File: src/rtl/bus_master_if_pkg.sv
// Shared encodings for the bus master interface: active-low strobe levels,
// bus direction values and the requester FSM state type.
package bus_master_if_pkg;

  localparam logic ENABLE_  = 1'b0;
  localparam logic DISABLE_ = 1'b1;

  localparam logic READ  = 1'b1;
  localparam logic WRITE = 1'b0;

  typedef enum logic [1:0] {
    BMIF_IDLE   = 2'd0,
    BMIF_REQ    = 2'd1,
    BMIF_ACCESS = 2'd2,
    BMIF_WAIT   = 2'd3
  } bmif_state_t;

endpackage

File: src/rtl/bus_master_if.sv
// Requester end of the 4-master arbitrated bus: request, grant, one address
// strobe, wait for slave ready. Optional slave timeout under `BUS_TIMEOUT_EN.
module bus_master_if
  import bus_master_if_pkg::*;
#(
  parameter int ADDR_W         = 30,
  parameter int DATA_W         = 32,
  parameter int TIMEOUT_CYCLES = 256
) (
  input  logic              clk,
  input  logic              rst,
  input  logic              cpu_req,
  input  logic              cpu_rw,
  input  logic [ADDR_W-1:0] cpu_addr,
  input  logic [DATA_W-1:0] cpu_wr_data,
  output logic [DATA_W-1:0] cpu_rd_data,
  output logic              cpu_busy,
  output logic              cpu_ack,
  output logic              cpu_err,
  output logic              bus_req_,
  input  logic              bus_grnt_,
  output logic              bus_as_,
  output logic              bus_rw,
  output logic [ADDR_W-1:0] bus_addr,
  output logic [DATA_W-1:0] bus_wr_data,
  input  logic [DATA_W-1:0] bus_rd_data,
  input  logic              bus_rdy_
);

  bmif_state_t       state_q, state_d;
  logic              rw_q, rw_d;
  logic [ADDR_W-1:0] addr_q, addr_d;
  logic [DATA_W-1:0] wdata_q, wdata_d;
  logic              bus_req_q, bus_req_d;
  logic              bus_as_q, bus_as_d;
  logic              bus_rw_q, bus_rw_d;
  logic [ADDR_W-1:0] bus_addr_q, bus_addr_d;
  logic [DATA_W-1:0] bus_wdata_q, bus_wdata_d;
  logic [DATA_W-1:0] rd_data_q, rd_data_d;
  logic              ack_q, ack_d;
  logic              busy_q, busy_d;
  logic              timeout;

`ifdef BUS_TIMEOUT_EN
  localparam int CNT_W = $clog2(TIMEOUT_CYCLES);
  logic [CNT_W-1:0] cnt_q, cnt_d;
  logic             err_q, err_d;

  // Counter is cleared on the REQ->ACCESS edge and advances every cycle the
  // slave has not answered; reaching the limit aborts the transaction.
  assign timeout = (state_q == BMIF_ACCESS || state_q == BMIF_WAIT) &&
                   (cnt_q == CNT_W'(TIMEOUT_CYCLES - 1));

  always_comb begin
    cnt_d = cnt_q;
    if (state_q == BMIF_REQ && bus_grnt_ == ENABLE_) begin
      cnt_d = '0;
    end else if (state_q == BMIF_ACCESS || state_q == BMIF_WAIT) begin
      cnt_d = cnt_q + 1'b1;
    end
  end

  always_ff @(posedge clk) begin
    if (rst) begin
      cnt_q <= '0;
      err_q <= 1'b0;
    end else begin
      cnt_q <= cnt_d;
      err_q <= err_d;
    end
  end

  assign cpu_err = err_q;
`else
  assign timeout = 1'b0;
  assign cpu_err = 1'b0;
`endif

  always_comb begin
    state_d     = state_q;
    rw_d        = rw_q;
    addr_d      = addr_q;
    wdata_d     = wdata_q;
    bus_req_d   = bus_req_q;
    bus_as_d    = bus_as_q;
    bus_rw_d    = bus_rw_q;
    bus_addr_d  = bus_addr_q;
    bus_wdata_d = bus_wdata_q;
    rd_data_d   = rd_data_q;
    ack_d       = 1'b0;
`ifdef BUS_TIMEOUT_EN
    err_d       = 1'b0;
`endif

    case (state_q)
      BMIF_IDLE: begin
        if (cpu_req) begin
          rw_d      = cpu_rw;
          addr_d    = cpu_addr;
          wdata_d   = cpu_wr_data;
          bus_req_d = ENABLE_;
          state_d   = BMIF_REQ;
        end
      end

      BMIF_REQ: begin
        bus_req_d = ENABLE_;
        if (bus_grnt_ == ENABLE_) begin
          bus_as_d    = ENABLE_;
          bus_rw_d    = rw_q;
          bus_addr_d  = addr_q;
          bus_wdata_d = wdata_q;
          state_d     = BMIF_ACCESS;
        end
      end

      BMIF_ACCESS, BMIF_WAIT: begin
        // Strobe is a single cycle regardless of how long the slave takes.
        bus_as_d = DISABLE_;
        if (bus_rdy_ == ENABLE_ || timeout) begin
          // Ready beats a simultaneous timeout; bus outputs go OR-mux safe.
          rd_data_d   = (bus_rdy_ == ENABLE_ && rw_q == READ) ? bus_rd_data : '0;
          ack_d       = 1'b1;
`ifdef BUS_TIMEOUT_EN
          err_d       = (bus_rdy_ != ENABLE_);
`endif
          bus_req_d   = DISABLE_;
          bus_rw_d    = READ;
          bus_addr_d  = '0;
          bus_wdata_d = '0;
          state_d     = BMIF_IDLE;
        end else begin
          state_d = BMIF_WAIT;
        end
      end

      default: begin
        state_d = BMIF_IDLE;
      end
    endcase

    busy_d = (state_d != BMIF_IDLE);
  end

  always_ff @(posedge clk) begin
    if (rst) begin
      state_q     <= BMIF_IDLE;
      rw_q        <= READ;
      addr_q      <= '0;
      wdata_q     <= '0;
      bus_req_q   <= DISABLE_;
      bus_as_q    <= DISABLE_;
      bus_rw_q    <= READ;
      bus_addr_q  <= '0;
      bus_wdata_q <= '0;
      rd_data_q   <= '0;
      ack_q       <= 1'b0;
      busy_q      <= 1'b0;
    end else begin
      state_q     <= state_d;
      rw_q        <= rw_d;
      addr_q      <= addr_d;
      wdata_q     <= wdata_d;
      bus_req_q   <= bus_req_d;
      bus_as_q    <= bus_as_d;
      bus_rw_q    <= bus_rw_d;
      bus_addr_q  <= bus_addr_d;
      bus_wdata_q <= bus_wdata_d;
      rd_data_q   <= rd_data_d;
      ack_q       <= ack_d;
      busy_q      <= busy_d;
    end
  end

  assign cpu_rd_data = rd_data_q;
  assign cpu_busy    = busy_q;
  assign cpu_ack     = ack_q;
  assign bus_req_    = bus_req_q;
  assign bus_as_     = bus_as_q;
  assign bus_rw      = bus_rw_q;
  assign bus_addr    = bus_addr_q;
  assign bus_wr_data = bus_wdata_q;

endmodule

File: config.mk
export PLATFORM = sky130hd
export DESIGN_NAME = bus_master_if
export DESIGN_NICKNAME = d
export VERILOG_FILES = /design/src/rtl/bus_master_if_pkg.sv /design/src/rtl/bus_master_if.sv
export SDC_FILE = /design/constraint.sdc
export NUM_CORES = 1
export LEC_CHECK = 0
export ABC_AREA = 1
export CORE_ASPECT_RATIO = 0.75
export CORE_MARGIN = 10
export CORE_UTILIZATION = 51
export DETAILED_ROUTE_END_ITERATION = 10
export HOLD_SLACK_MARGIN = 0.08
export PLACE_DENSITY_LB_ADDON = 0.3
export SKIP_CTS_REPAIR_TIMING = 1
export SYNTH_ARGS = -nofsm -noshare
export SYNTH_HDL_FRONTEND = slang
export SYNTH_SLANG_ARGS = --single-unit
File: constraint.sdc
create_clock -name clk -period 2.2 [get_ports clk]
set_clock_uncertainty 0.05 [all_clocks]
set_input_delay 0.22 -clock clk [delete_from_list [all_inputs] [get_ports clk]]
set_output_delay 0.22 -clock clk [all_outputs]
set_load 0.02 [all_outputs]
==> results.md, run 1 <==
- Kind of end point of the critical path: primary output
- Crit path max fanout: 2
- CP delay by family, top: buffers and inverters
- WP data required: 1930 ps
- DRC viols: 0
- Total CTS buffers: 17
- Area contributors post-synth: dfxtp_1 (50%), nor2_1 (17%), nand2_1 (8.4%)
- HP Start: bus_rd_data[17]
- Hpwl dp: 12970 um
- GRT Overall Usage: a little over a fifth
- Cell with the most instances after synthesis: nor2_1
- RSZ-0062 raised after global routing: false
- Commonest cells in the netlist: nor2_1 (299), dfxtp_1 (164), nand2_1 (148)
- Share of cells above drive strength 1: 5.101%
- Port buffer count: 198
- Number of flops mapped to enable cells by yosys: 0
- Gr ovfl total: 0
- Die X: 151.3 um
- Setup violators final: 0
- P per Cell Area: 843.8 nW/um^2
- Maximum vdd drop: 0.0006508 V
- Crit path from: bus_wr_data[31]$_SDFFE_PP0P_
- Crit Path Category: flop to primary output
- Initial drt markers: ~370
- Clock-pin slew of the registers on the worst-case setup and hold paths: 60 ps
- Post-synth top area share: 49.78%
- Max cap viols: 0
- Starting Density: 52.84%
- CTS max path bufs: 2
- FF+latch count, synth: 164
- Antenna viol nets, final: 0
- Area grow syn2layout: 38.65%
- Initial antenna violation count: 0
- Ys Warns: 0
- Asr flop ratio synth: 0%
- Mapped cell area: 6595 sq um
- Status: completed
- TritonCTS clock tree: yes
- Worst Max-Slew Pin Slew: slightly below 700 ps
- Hold Path Cell Cnt: 3
- Min-delay worst type: input port to flop
- Register area share after synthesis: around half
- Post-DP Area: ~8600 sq um
- Number of global-route vias before repair: 5861
- Antenna cells: 0
- Cell type with the largest total area after synthesis: dfxtp_1
- Relative max-transition margin: 53.97%
- Clk Latency, worst-skew pair: 410 ps
- Die H: 118.5 um
- GP Congestion: a little under 0.8
- Crit-path cells: clkdlybuf4s50_1
- Slew Limit Fails: 0
- Buf/Inv on CP: 1
- WL/cell: approximately 15 um
- Cells after synthesis: 954
- H-tree Lvls: 4
- CTS sink count: 164
- CTS Root Cell: clkbuf_16
- Number of I/O pins: 200
- Yosys cell types: 23
- Part of the cycle the worst path needs: 76.73%
- Fmax: approximately 0.6 GHz
- Worst path depth: 1
- Setup crit start kind: flop
- Dominant synthesized flop cell: dfxtp_1
- Cell area after layout: approximately 9100 sq um
- Avg Synthesized Cell Area: ~6.9 sq um
- Pin count of the biggest net entering global routing: 64
- First-pass GRT wire length: 30100 um
- Crit path time final: ~1700 ps
- Syn_nets: between 1000 and 1500
- Detailed Route WL: 19160 um
- Die area: 17930 sq um
- Row count: 35
- R2R depth: 5
- Drt pass-1 iters: 6
- Worst path slowest cell: clkdlybuf4s50_1
- Vias after detailed routing: just over 6000
- Vias/cell: 4.765
- Critical Path Max Stage Delay: about 640 ps
- Core area: 12480 sq um
- Nets: around 1200
- Pleak: 4.093 nW
- Filler cell count: around 1100
- CP arrival: 1420 ps
- Final hold violations: 0
- Fin Setup TNS: 0 ps
- R2r startpoint: state_q[0]$_SDFF_PP0_
-- layout by cell type (no fill, tap or decap) --
| cell | count |
|---|---|
| bufinv_16 | 1 |
| or2_2 | 1 |
| nand3_1 | 65 |
| conb_1 | 1 |
| nand3_2 | 1 |
| nand2_4 | 1 |
| buf_4 | 13 |
| clkbuf_1 | 2 |
| a31oi_1 | 1 |
| nand2_1 | 148 |
| clkinv_2 | 2 |
| o21ai_0 | 87 |
| inv_4 | 2 |
| dfxtp_1 | 163 |
| nand2_2 | 4 |
| inv_1 | 104 |
| a21oi_1 | 2 |
| buf_12 | 2 |
| inv_2 | 1 |
| o21ai_1 | 9 |
| inv_6 | 3 |
| clkinv_4 | 3 |
| clkinvlp_4 | 5 |
| dfxtp_2 | 1 |
| clkdlybuf4s50_1 | 198 |
| clkbuf_16 | 17 |
| nor2_2 | 1 |
| nor2_1 | 299 |
-- layout make-up --
class / count / area (sq um) / share of cell area (%)
tap: 166 / 207.7 / 2.271
timing repair buffer: 213 / 2120 / 23.18
clock inverter: 13 / 125.1 / 1.368
inverter: 108 / 411.6 / 4.502
sequential: 164 / 3284 / 35.92
clock buffer: 19 / 432.9 / 4.735
multi-input combinational: 620 / 2562 / 28.02
-- where the power goes --
group | total, mW | internal (mW) | switching [mW]
Combinational | 1.54 | 0.682 | 0.860
Clock | 2.79 | 1.57 | 1.22
Sequential | 3.38 | 3.23 | 0.149
Total | 7.72 | 5.49 | 2.23
-- path summary, 6_finish.rpt --
path / end / slack (ps)
min: cpu_rd_data[17]$_SDFFE_PP0P_ / 330
max reg2reg: addr_q[3]$_SDFFE_PP0P_ / 640
max: bus_wr_data[31] / 510
min reg2reg: cpu_rd_data[28]$_SDFFE_PP0P_ / 410
-- through the flow --
step	utilization (%)	total power, mW	std cells	setup slack, ps	hold WS [ps]
CTS	73.26	7.777	1303	491.7	314.0
floorplan	-	4.354	954	1051	283.2
global placement	68.79	4.949	1271	445.8	387.9
detailed placement	68.79	4.986	1271	377.6	395.1
finish	73.26	7.715	1303	512.0	328.7
global route	73.26	8.102	1303	458.9	325.4
-- sequential cells by signal, summed over array words and instances, names as in the netlist, 2 cells and up --
signal,flops
cpu_rd_data,32
bus_wr_data,32
addr_q,30
state_q,2
bus_addr,30
wdata_q,32
-- cells by family (layout without fill, tap and decap cells) --
| logic type | count (synthesis) | count (layout) | synth area share [%] |
|---|---|---|---|
| other | 1 | 1 | 0.05686 |
| DFF | 164 | 164 | 49.78 |
| and+or+nand+nor | 520 | 520 | 31.27 |
| buffers and inverters | 170 | 353 | 11.36 |
| AOI/OAI and AO/OA | 99 | 99 | 7.532 |
-- layer usage --
| metal | vias up | GRT usage [%] | wire length (um) |
|---|---|---|---|
| met3 | 19 | 5.909 | 1604 |
| li1 | 3231 | - | - |
| met1 | 2751 | 25.38 | 7896 |
| met5 | - | 0 | 0 |
| met4 | 0 | 7.323 | 283 |
| met2 | 208 | 34.41 | 9373 |
(Power assumes the default switching activity.)
==> inputs of run 2 (changes only) <==
--- a/config.mk
+++ b/config.mk
@@ -8,7 +8,7 @@
 export ABC_AREA = 1
 export CORE_ASPECT_RATIO = 0.75
 export CORE_MARGIN = 10
-export CORE_UTILIZATION = 51
+export CORE_UTILIZATION = 42
 export DETAILED_ROUTE_END_ITERATION = 10
 export HOLD_SLACK_MARGIN = 0.08
 export PLACE_DENSITY_LB_ADDON = 0.3
==> constraint.sdc (replaced) <==
create_clock -name clk -period 1.5 [get_ports clk]
set_clock_uncertainty 0.05 [all_clocks]
set_input_delay 0.15 -clock clk [delete_from_list [all_inputs] [get_ports clk]]
set_output_delay 0.15 -clock clk [all_outputs]
set_load 0.02 [all_outputs]
==> run 2 against run 1 <==
First-iteration DRC count fell by 1.1%. Power rose by 49%. Clock-buffer cell count rose by 2. Hold slack got worse by 76 ps. Sequential power rose by 46%. Final cell count rose by 4.5%. Clock power rose by 49%. Register-to-register slack got worse by 500 ps. Critical path type is now flop to flop. Critical endpoint is now bus_addr[13]$_SDFFE_PP0P_. Largest cell class unchanged.
==> results.md, run 2 (same netlist as run 1, synthesis figures left out) <==
- Vias after detailed routing: 6176 (-0.53%)
- GRT Overall Usage: 17.91% (-3.0 points)
- Max cap viols: 0 (unchanged)
- R2r startpoint: state_q[1]$_SDFF_PP0_
- Status: completed
- Flop2flop setup slack: 140 ps (-500 ps)
- Die area: 21170 sq um (+18%)
- Starting Density: 43.04% (-9.8 points)
- Share of cells above drive strength 1: 6.655% (+1.6 points)
- Cell area after layout: 9737 sq um (+6.5%)
- Core area: 15320 sq um (+23%)
- Slew Limit Fails: 0 (unchanged)
- Worst path slowest cell: dfxtp_2
- Clock-pin slew of the registers on the worst-case setup and hold paths: 60 ps (about the same)
- CP arrival: 1650 ps (+230 ps)
- H-tree Lvls: 4 (unchanged)
- Final hold violations: 0 (unchanged)
- Pleak: 5.917 nW (+45%)
- Number of global-route vias before repair: 5776 (-1.5%)
- Crit path time final: 1361 ps
- Antenna cells: 0 (unchanged)
- Cells after DPL: 1331 (+4.7%)
- Crit path max fanout: 13 (+11)
- Initial antenna violation count: 0 (unchanged)
- Fmax: around 0.73 GHz
- Maximum vdd drop: 0.0007530 V (+16%)
- Internal power: 8.302 mW (+51%)
- Hpwl dp: 14040 um (+8.2%)
- Sw Ratio: 27.75% (-1.1 points)
- Total CTS buffers: 17 (unchanged)
- Area grow syn2layout: 47.64%
- CP delay by family, top: simple AND/OR/NAND/NOR gates
- Power consumption: 11.49 mW (+49%)
- Kind of end point of the critical path: flop
- Comb pwr share: 20.8% (+0.8 points)
- Buf/Inv on CP: 1 (unchanged)
- GP Congestion: 0.8125 (+3.4%)
- Detailed Route WL: 20060 um (+4.7%)
- DRC viols: 0 (unchanged)
- WL/cell: 14.73 um (+0.19%)
- TritonCTS clock tree: yes
- Setup crit start kind: flop
- Min-delay worst type: input port to flop
- Gr ovfl total: 0 (unchanged)
- Global-route met2 utilization: 28.59% (-5.8 points)
- Crit-path cells: nand2_2 > buf_4 > nand2_2 > nor2_1 > nor2_1
- Hold_ws: 253.0 ps (-75.69 ps)
- Row count: 39 (+11%)
- Part of the cycle the worst path needs: 90.74%
- Nets: 1245 (+1.7%)
- R2R depth: 5 (unchanged)
- Hold Path Cell Cnt: 3 (unchanged)
- Die H: 128.5 um (+8.5%)
- Met1 Usage GRT: 22.41% (-3.0 points)
- Final cell count without fillers: 1362 (+4.5%)
- Grt peak-use layer: met2
- CTS max path bufs: 2 (unchanged)
- P per Cell Area: 1180 nW/um^2 (+40%)
- Pin count of the biggest net entering global routing: 54 (-16%)
- Most common cell after layout, fill and taps aside: nor2_1
- CTS Root Cell: clkbuf_16
- Clk Latency, worst-skew pair: 410 ps (about the same)
- Sw power: 3.189 mW (+43%)
- Setup violators final: 0 (unchanged)
- Clock network fraction of total power: 36.2% (about the same)
- Crit Path Category: flop to flop
- Post-DP Area: 8930 sq um (+4.0%)
- CTS sink count: 164 (unchanged)
- Critical Path Max Stage Delay: 480 ps (-160 ps)
- Most frequent cells in the layout: nor2_1 (299), dfxtp_1 (163), nand2_1 (148)
- RSZ-0062 raised after global routing: false
- First-pass GRT wire length: 30400 um (+1.0%)
- Antenna viol nets, final: 0 (unchanged)
- Die X: 164.7 um (+8.8%)
- Number of I/O pins: 200 (unchanged)
- Drt pass-1 iters: 4 (-2)
- Vias/cell: 4.535 (-4.8%)
- Reg2Reg Capture Point: bus_addr[13]$_SDFFE_PP0P_
- Initial drt markers: 363 (-1.1%)
- WP data required: 1790 ps (-140 ps)
- HP Start: cpu_rw
- Met3 Resource Use GR: 6.087% (+0.18 points)
- Hold Path End: rw_q$_SDFFE_PP1P_
- Seq pwr share: 43.0% (-0.8 points)
- Port buffer count: 198 (unchanged)
[run 2: changes by cell type in the layout (fill, tap and decap cells not counted), moves of 4 or more]
cell,change
dlymetal6s2s_1,+99
clkinv_2,+4
buf_4,+10
buf_12,+11
clkdlybuf4s50_1,-99
[run 2: how the worst max path moves through the flow]
stage                               from                        end  cells after the start  slack, ps
2_1_floorplan      state_q[1]$_SDFF_PP0_     addr_q[0]$_SDFFE_PP0P_                      6        350
3_3_place_gp                     cpu_req   wdata_q[12]$_SDFFE_PP0P_                      5         -5
3_5_place_dp                     cpu_req   wdata_q[12]$_SDFFE_PP0P_                      5        -30
4_1_cts        bus_addr[13]$_SDFFE_PP0P_               bus_addr[13]                      1       -140
5_1_grt            state_q[1]$_SDFF_PP0_  bus_addr[13]$_SDFFE_PP0P_                      5         10
6_report           state_q[1]$_SDFF_PP0_  bus_addr[13]$_SDFFE_PP0P_                      5        140
[run 2: cell type report]
cell class | count | area, sq um
Fill cell | 1379 | 5585
Sequential cell | 164 | 3284
Timing Repair Buffer | 234 | 2663
Multi-Input combinational cell | 620 | 2562
Clock buffer | 21 | 450.4
Inverter | 108 | 411.6
Tap cell | 205 | 256.5
Clock inverter | 10 | 108.9
[run 2: per-layer routing]
| metal | part of all wire (%) | vias up |
|---|---|---|
| met1 | 45 | 2730 |
| li1 | - | 3269 |
| met2 | 46 | 155 |
| met4 | 1.7 | 0 |
| met5 | 0 | - |
| met3 | 6.9 | 22 |
[run 2: power by group through the flow]
stage               logic (mW)  registers, mW  clock network (mW)
CTS                       2.45           4.95                4.24
floorplan                 1.14           5.25                   0
detailed placement        2.43           5.04                   0
global route              2.67           4.99                4.43
global placement          2.40           5.03                   0
finish                    2.39           4.94                4.16
[run 2: through the flow]
| step | setup TNS (ps) | utilization (%) | setup WS [ps] |
|---|---|---|---|
| after floorplan | 0 | - | 351.2 |
| after global placement | -4.610 | 58.28 | -4.610 |
| after detailed placement | -41.47 | 58.28 | -26.45 |
| after CTS | -9221 | 61.93 | -138.7 |
| after global routing | 0 | 63.55 | 10.20 |
| final | 0 | 63.55 | 138.9 |
[run 2: worst reg2reg max path, stage by stage, from the launching register on]
cell and delay [ps]:
dfxtp_2 480, nand2_2 170, buf_4 170, nand2_2 220, nor2_1 70, nor2_1 130
